<file path="src/rtl/core_pkg.sv">
// rtl/core_pkg.sv - shared core types and constants for fetch, decode and EX
package core_pkg;

   localparam int XLEN  = 32;
   localparam int INS_W = 32;

   typedef logic [XLEN-1:0]  pc_t;
   typedef logic [INS_W-1:0] ins_t;

   // addi x0,x0,0 used as the pipeline bubble
   localparam ins_t NOP_INS          = 32'h0000_0013;
   localparam pc_t  RESET_PC_DEFAULT = 32'h0000_0000;

   // Instructions are word aligned; low two target bits are dropped
   function automatic pc_t align_pc(input pc_t target);
      return target & ~pc_t'(3);
   endfunction

endpackage

</file>
<file path="src/rtl/fetch_unit_if.sv">
// rtl/fetch_unit_if.sv - instruction memory bus between fetch and a combinational imem
interface fetch_unit_if;
   import core_pkg::*;

   pc_t  imem_addr;
   ins_t imem_data;

   modport master (output imem_addr, input imem_data);
   modport slave  (input imem_addr, output imem_data);
endinterface

</file>
<file path="src/rtl/fetch_unit_if_id_reg.sv">
// rtl/fetch_unit_if_id_reg.sv - pipeline register with hold and clear-to-NOP
module if_id_reg
   import core_pkg::*;
(
   input  logic clk,
   input  logic rst,
   input  logic hold_i,
   input  logic flush_i,
   input  ins_t ins_i,
   input  pc_t  pc_i,
   output ins_t ins_o,
   output pc_t  pc_o,
   output logic valid_o
);

   ins_t ins_q, ins_d;
   pc_t  pc_q, pc_d;
   logic valid_q, valid_d;

   // Flush beats hold so a redirect during a stall still drops the wrong path
   always_comb begin
      ins_d   = ins_q;
      pc_d    = pc_q;
      valid_d = valid_q;
      if (flush_i) begin
         ins_d   = NOP_INS;
         pc_d    = '0;
         valid_d = 1'b0;
      end else if (!hold_i) begin
         ins_d   = ins_i;
         pc_d    = pc_i;
         valid_d = 1'b1;
      end
   end

   // Register update; reset loads a bubble
   always_ff @(posedge clk) begin
      if (rst) begin
         ins_q   <= NOP_INS;
         pc_q    <= '0;
         valid_q <= 1'b0;
      end else begin
         ins_q   <= ins_d;
         pc_q    <= pc_d;
         valid_q <= valid_d;
      end
   end

   assign ins_o   = ins_q;
   assign pc_o    = pc_q;
   assign valid_o = valid_q;

endmodule

</file>
<file path="src/rtl/fetch_unit.sv">
// rtl/fetch_unit.sv - PC, imem addressing and IF/ID capture; FETCH_MISALIGN_TRAP_EN adds a sticky misaligned-redirect flag
module fetch_unit
   import core_pkg::*;
#(
   parameter pc_t RESET_PC = RESET_PC_DEFAULT,
   parameter int  CNT_W    = 32
) (
   input  logic             clk,
   input  logic             rst,
   input  logic             stall,
   input  logic             redirect_valid,
   input  pc_t              redirect_target,
   fetch_unit_if.master     imem,
   output ins_t             if_id_ins,
   output pc_t              if_id_pc,
   output logic             if_id_valid,
`ifdef FETCH_MISALIGN_TRAP_EN
   output logic             misalign_trap,
`endif
   output logic [CNT_W-1:0] fetch_count
);

   pc_t              pc_q, pc_d;
   logic [CNT_W-1:0] cnt_q, cnt_d;
   logic             advance;

   // A fetch is delivered only when neither redirect nor stall is active
   assign advance = !redirect_valid && !stall;

   // Next-PC mux and delivered-instruction counter
   always_comb begin
      pc_d  = pc_q;
      cnt_d = cnt_q;
      if (redirect_valid) begin
         pc_d = align_pc(redirect_target);
      end else if (!stall) begin
         pc_d  = pc_q + pc_t'(4);
         cnt_d = cnt_q + CNT_W'(1);
      end
   end

   // PC and counter state
   always_ff @(posedge clk) begin
      if (rst) begin
         pc_q  <= RESET_PC;
         cnt_q <= '0;
      end else begin
         pc_q  <= pc_d;
         cnt_q <= cnt_d;
      end
   end

   // Memory is zero-latency, so imem_data belongs to pc_q in this cycle
   assign imem.imem_addr = pc_q;
   assign fetch_count    = cnt_q;

   if_id_reg u_if_id (
      .clk     (clk),
      .rst     (rst),
      .hold_i  (stall),
      .flush_i (redirect_valid),
      .ins_i   (imem.imem_data),
      .pc_i    (pc_q),
      .ins_o   (if_id_ins),
      .pc_o    (if_id_pc),
      .valid_o (if_id_valid)
   );

`ifdef FETCH_MISALIGN_TRAP_EN
   logic trap_q, trap_d;

   // Sticky flag set by any redirect whose target is not word aligned
   always_comb begin
      trap_d = trap_q;
      if (redirect_valid && (redirect_target[1:0] != 2'b00)) trap_d = 1'b1;
   end

   // Trap register, cleared only by reset
   always_ff @(posedge clk) begin
      if (rst) trap_q <= 1'b0;
      else     trap_q <= trap_d;
   end

   assign misalign_trap = trap_q;
`endif

   logic unused_advance;
   assign unused_advance = advance;

endmodule

</file>
<file path="src/flat_wrapper.sv">
// flat-port wrapper written by rule: the top's interface ports become plain ports
module fetch_unit_flat import core_pkg::*;
#(
   parameter pc_t RESET_PC = RESET_PC_DEFAULT,
   parameter int  CNT_W    = 32
)
  (clk, rst, stall, redirect_valid, redirect_target, if_id_ins, if_id_pc, if_id_valid, fetch_count, imem_imem_addr, imem_imem_data);
  fetch_unit_if imem_i ();
  input  logic clk;
  input  logic rst;
  input  logic stall;
  input  logic redirect_valid;
  input  pc_t redirect_target;
  output ins_t if_id_ins;
  output pc_t if_id_pc;
  output logic if_id_valid;
  output logic [CNT_W-1:0] fetch_count;
  output wire logic [$bits(imem_i.imem_addr)-1:0] imem_imem_addr;
  input wire logic [$bits(imem_i.imem_data)-1:0] imem_imem_data;
  assign imem_imem_addr = imem_i.imem_addr;
  assign imem_i.imem_data = imem_imem_data;
  fetch_unit #(.RESET_PC(RESET_PC), .CNT_W(CNT_W)) u_core (.clk(clk), .rst(rst), .stall(stall), .redirect_valid(redirect_valid), .redirect_target(redirect_target), .imem(imem_i), .if_id_ins(if_id_ins), .if_id_pc(if_id_pc), .if_id_valid(if_id_valid), .fetch_count(fetch_count));
endmodule
</file>
<file path="config.mk">
export PLATFORM = sky130hd
export DESIGN_NAME = fetch_unit_flat
export DESIGN_NICKNAME = d
export VERILOG_FILES = /design/src/rtl/core_pkg.sv /design/src/rtl/fetch_unit_if.sv /design/src/rtl/fetch_unit_if_id_reg.sv /design/src/rtl/fetch_unit.sv /design/src/flat_wrapper.sv
export SDC_FILE = /design/constraint.sdc
export NUM_CORES = 1
export LEC_CHECK = 0
export BUFFER_PORTS_ARGS = -buffer_cell sky130_fd_sc_hd__buf_2
export CAP_MARGIN = 5
export CORE_ASPECT_RATIO = 0.5
export CORE_UTILIZATION = 51
export CTS_BUF_LIST = sky130_fd_sc_hd__clkbuf_8
export CTS_CLUSTER_SIZE = 28
export DETAILED_ROUTE_END_ITERATION = 16
export GPL_TIMING_DRIVEN = 1
export PLACE_DENSITY = 0.9
export SLEW_MARGIN = 30
export SYNTH_ARGS = -nofsm -noshare
export SYNTH_HDL_FRONTEND = slang
export SYNTH_SLANG_ARGS = --single-unit
</file>
<file path="constraint.sdc">
create_clock -name clk -period 2.7 [get_ports clk]
set_input_delay 0.81 -clock clk [delete_from_list [all_inputs] [get_ports clk]]
set_output_delay 0.81 -clock clk [all_outputs]
set_load 0.03 [all_outputs]
</file>
==> results of run 1 <==
## logic make-up after synthesis
family                   Yosys count
AND/OR/NAND/NOR                  240
flip-flops                       125
AO/OA/AOI/OAI                     93
multiplexers                      62
buffers and inverters             53
XOR/XNOR                          22
adder cells (fa/ha/maj)            2
other                              1
## per-layer routing
layer,track usage [%],vias to the layer above
met5,0,-
met4,13.5,0
met3,6.59,37
met2,42.7,204
met1,31.6,2543
li1,-,2550
## final cells by class
class / instances / area share [%]
clock buffer: 17 / 3.34
clock inverter: 14 / 2.43
inverter: 9 / 0.482
multi-input combinational: 423 / 39.3
sequential: 125 / 35.7
tap: 140 / 2.50
timing repair buffer: 213 / 16.2
## flip-flops by register name, summed over array words and instances (netlist names)
register	cells
u_core.u_if_id.ins_o	32
u_core.u_if_id.valid_o	1
u_core.u_if_id.pc_o	30
u_core.imem.imem_addr	30
u_core.fetch_count	32
## worst paths after layout
path | slack (ps) | startpoint | cells after the start | endpoint
max | 270 | u_core.fetch_count[0]$_SDFFE_PP0P_ | 5 | u_core.fetch_count[30]$_SDFFE_PP0P_
min reg2reg | 450 | u_core.u_if_id.valid_o$_SDFFE_PP0N_ | 2 | u_core.u_if_id.valid_o$_SDFFE_PP0N_
max reg2reg | 270 | u_core.fetch_count[0]$_SDFFE_PP0P_ | 5 | u_core.fetch_count[30]$_SDFFE_PP0P_
min | 450 | u_core.u_if_id.valid_o$_SDFFE_PP0N_ | 2 | u_core.u_if_id.valid_o$_SDFFE_PP0N_
## per-stage QoR
step                      cells  hold slack [ps]
after detailed placement    910              443
final                       941              453
after CTS                   941              456
after global routing        941              483
after floorplan             601              575
after global placement      910              433
## Yosys cell counts (3+ instances only)
master,number
a311oi_1,15
clkbuf_8,3
nand2_1,28
clkbuf_1,32
a21oi_1,25
or3b_2,3
xor2_1,9
xnor2_1,13
inv_1,9
o21ai_0,14
or4_1,23
and4_1,9
buf_4,5
nor4_1,9
o31ai_1,21
a211oi_1,9
dfxtp_1,125
or3_1,12
nor3_1,3
nor2_1,99
and3_1,4
mux2i_1,62
nand3_1,20
nand4_1,11
## worst min-delay path, delay by kind of cell (launching register included)
kind	cells	cell delay, ps
flip-flops	1	320
buffers and inverters	1	50
AO/OA/AOI/OAI	1	50
## power breakdown
group / internal [uW] / total, uW / switching [uW]
Sequential: 1900 / 1970 / 67.6
Clock: 910 / 1690 / 784
Combinational: 176 / 474 / 298
==> flow_metrics.tcl, run 1 <==
set metrics [dict create \
    seqCellArea_sq_um 2500 \
    routabilityCongestion 0.835 \
    vias 5334 \
    fin_ws_ps 269 \
    portBuffers 190 \
    detail_route.vias_per_cell 5.67 \
    cts_buffers 17 \
    wirelength_microns 14500 \
    drt_iter0_drc 374 \
    yosys_warnings 0 \
    ys_seq_area_share_pct 45.5 \
    path_buf_inv 0 \
    wl_met2_microns 7020 \
    yosys_most_used_dff "dfxtp_1" \
    grt_max_degree 34 \
    status "finished, final reports clean" \
    final_area_sq_um 7010 \
    start_util_pct 53.2 \
    hpwl_microns 10200 \
    critPathArrivalTime_ps 2790 \
    die_area_sq_um 11200 \
    fin_util_pct 67.7 \
    die_h_microns 75.5 \
    cts_hold_buffers 0 \
    grt-ovfl-total 0 \
    worst_slew_pin_slew_ps 578 \
    drv_slew 0 \
    rows 26 \
    synth_top_area_share_pct 45.5 \
    grt_antenna_before_repair 0 \
    core_sq_um 10300 \
    numClockSinks 125 \
    num_antenna_cells 0 \
    synth_edf_count 0 \
    cts_setup_buffers 0 \
    path_class "reg -> reg" \
    critical_path.max_stage_delay_ps 570 \
    grt.total_usage_pct 25.7 \
    clk_pin_slew_ps 80 \
    routed.top_layer "met4" \
    nFillCells 800 \
    synthSimpleGateAreaFrac_pct 23.0 \
    syn_area_sq_um 5500 \
    wl_per_cell_microns 15.5 \
    antenna_left 0 \
    finalSetupTns_ps 0 \
    clock_skew_ps 13.5 \
    vdd_ir_drop_max_v 0.000315 \
    worstPathMaxFanout 9 \
    areaGrowthSynthToFinish_pct 27.4 \
    rsz0062_at_grt "false" \
    synth_cell_type_count 51 \
    hold_path.class "reg -> reg" \
    die_x_microns 149 \
    hold_viol 0 \
    place_area_sq_um 6600 \
    period_share_pct 90.0 \
    power.total_uw 4140 \
    crit_family "simple AND/OR/NAND/NOR gates" \
    drtPass1Iterations 7 \
    synth_area_per_cell_sq_um 9.20 \
    io_pins 197 \
    synth_xor_area_share_pct 3.50 \
    required_ps 3060 \
    setup-violations-final 0 \
    wl_met1_microns 6260 \
    yosysTopAreaCell "dfxtp_1" \
    synthMuxAreaShare_pct 11.3 \
    crit_chain "ha_1, or4bb_1, or4_1, or4_1, a21oi_1" \
    cap_viol_max_count 0 \
    clockRootBuffer "clkbuf_8" \
    grt_pass1_vias 4804 \
    final_common_cell "buf_2" \
    leakage_uw 0.00310 \
    synth_compound_area_share_pct 11.5 \
    synth-async-reset-ratio_pct 0 \
    final_nets 859 \
    slew_headroom_pct 61.4 \
    synth_cells 598 \
    place_ws_ps -82.9 \
    route.detailed.drc 0 \
    powerDensity_nw_per_um2 591 \
    startpoint_type "register" \
    cts_tree "yes" \
    clk_latency_ps 420 \
    post_cts_resized 0 \
    multi_input_area_sq_um 2750 \
    max_freq_mhz 411 \
    ys_seq_elements 125 \
    htree_levels 4 \
    grt_pass1_wl_microns 22700 \
    most-common-layout-cells "buf_2, dfxtp_1, nor2_1" \
    synth_top_family_by_area "simple AND/OR/NAND/NOR gates" \
    fin_crit_ps 2430 \
    crit_top_cell "or4_1" \
    worst_path_max_delay_cell "or4_1" \
    wl_met3_microns 888 \
    end_kind "register" \
    synth_area_leaders "dfxtp_1, mux2i_1, nor2_1" \
    cts.path.max_buffers 2 \
    drive_gt1_share_pct 32.1 \
    yosys.area_share.adder_pct 0.455 \
]
No activity file was read; power rests on OpenSTA's default activity.
==> run 2: changes to the inputs <==
CELL_PAD_IN_SITES_DETAIL_PLACEMENT = 1   (was not set)
CELL_PAD_IN_SITES_GLOBAL_PLACEMENT = 1   (was not set)
CORE_UTILIZATION = 38   (was 51)
PLACE_DENSITY = 0.91   (was 0.9)
==> run 2 against run 1 <==
Non-clock buffer count fell by 2; routed wire length rose by 20%; sequential share of layout area fell by 0.72 points; sequential cell count did not move; register-to-register slack got worse by 40 ps; count of clock-buffer cells in the layout rose by 1.
==> flow_metrics.tcl, run 2 (synthesis gave the netlist of run 1 again) <==
set metrics [dict create \
    cts_buffers 17 \
    clockRootBuffer "clkbuf_8" \
    grt.total_usage_pct 23.6 \
    areaGrowthSynthToFinish_pct 30.0 \
    fin_util_pct 51.6 \
    hold_path.class "reg -> reg" \
    num_antenna_cells 0 \
    post_cts_resized 0 \
    grt-ovfl-total 0 \
    setup-violations-final 0 \
    detail_route.vias_per_cell 5.51 \
    leakage_uw 0.00313 \
    place_area_sq_um 6670 \
    portBuffers 190 \
    drtPass1Iterations 4 \
    end_kind "register" \
    grt_max_degree 54 \
    drt_iter0_drc 272 \
    drv_slew 0 \
    hpwl_microns 12100 \
    die_x_microns 172 \
    cts_hold_buffers 0 \
    vias 5464 \
    die_h_microns 87.1 \
    startpoint_type "register" \
    htree_levels 4 \
    final_common_cell "buf_2" \
    drive_gt1_share_pct 32.0 \
    hold_ws_ps 454 \
    powerDensity_nw_per_um2 630 \
    grt_antenna_before_repair 0 \
    antenna_left 0 \
    crit_chain "ha_1, or4bb_1, or4_1, buf_4, or4_1, a21oi_1" \
    critPathArrivalTime_ps 2830 \
    path_class "reg -> reg" \
    r2r_start "u_core.fetch_count[0]$_SDFFE_PP0P_" \
    worst_path_max_delay_cell "or4_1" \
    clock_skew_ps 11.7 \
    numClockSinks 125 \
    clk_latency_ps 440 \
    worstPathMaxFanout 16 \
    status "finished, final reports clean" \
    final_nets 857 \
    die_area_sq_um 15000 \
    io_pins 197 \
    most-common-layout-cells "buf_2, dfxtp_1, nor2_1" \
    wirelength_microns 17500 \
    clk_pin_slew_ps 80 \
    vdd_ir_drop_max_v 0.000299 \
    critical_path.max_stage_delay_ps 500 \
    hold_viol 0 \
    max_freq_mhz 405 \
    cts_setup_buffers 0 \
    worst_slew_pin_slew_ps 887 \
    cap_viol_max_count 0 \
    wl_per_cell_microns 17.7 \
    start_util_pct 39.7 \
    core_sq_um 13900 \
    nFillCells 1654 \
    fin_cells 991 \
    crit_start "u_core.fetch_count[0]$_SDFFE_PP0P_" \
    final_area_sq_um 7150 \
    grt_pass1_wl_microns 27800 \
    cts.path.max_buffers 2 \
    post-place-cells 960 \
    period_share_pct 91.5 \
    grt_pass1_vias 5560 \
    routabilityCongestion 0.761 \
    min-delay-start "u_core.u_if_id.valid_o$_SDFFE_PP0N_" \
    rsz0062_at_grt "false" \
    rows 30 \
    cts_tree "yes" \
    required_ps 3060 \
    crit_top_cell "or4_1" \
    route.detailed.drc 0 \
    fin_crit_ps 2470 \
    slew_headroom_pct 40.9 \
]
## run 2: through the flow
step / power (uW) / setup WS [ps] / setup TNS (ps)
6_report: 4510 / 230 / 0
5_1_grt: 4660 / 135 / 0
4_1_cts: 4540 / 233 / 0
3_5_place_dp: 2500 / -79.2 / -273
3_3_place_gp: 2470 / -40.6 / -115
2_1_floorplan: 2320 / 180 / 0
## run 2: power breakdown
part | switching (uW) | internal, uW | total [uW]
combinational | 312 | 178 | 490
clock | 824 | 1220 | 2040
sequential | 68.7 | 1900 | 1970
total | 1200 | 3300 | 4510
## run 2: area by class of cell
class	count	area [sq um]	share of cell area, %
clock inverter	13	238	3.32
inverter	9	33.8	0.472
multi-input combinational	423	2750	38.5
clock buffer	18	248	3.46
sequential	125	2500	35.0
tap	192	240	3.36
timing repair buffer	211	1140	15.9
## run 2: path summary, 6_finish.rpt
| check | to | slack (ps) | cells past startpoint |
|---|---|---|---|
| max | u_core.fetch_count[26]$_SDFFE_PP0P_ | 230 | 6 |
| min | u_core.u_if_id.valid_o$_SDFFE_PP0N_ | 450 | 2 |
| max reg2reg | u_core.fetch_count[26]$_SDFFE_PP0P_ | 230 | 6 |
| min reg2reg | u_core.u_if_id.valid_o$_SDFFE_PP0N_ | 450 | 2 |
## run 2: layer usage
layer  vias to the layer above  GRT usage (%)  share of wire, %
met2                       166           42.4                50
met5                         -              0                 0
li1                       2551              -                 -
met1                      2707           26.8                42
met4                         0           11.2               2.5
met3                        40           5.54               4.7
## run 2: critical path, delay by kind of cell (launching register included)
kind	cells	cell delay, ps
DFF	1	450
and+or+nand+nor	3	1370
adders and majority gates	1	210
AOI/OAI and AO/OA	1	170
buffers and inverters	1	200
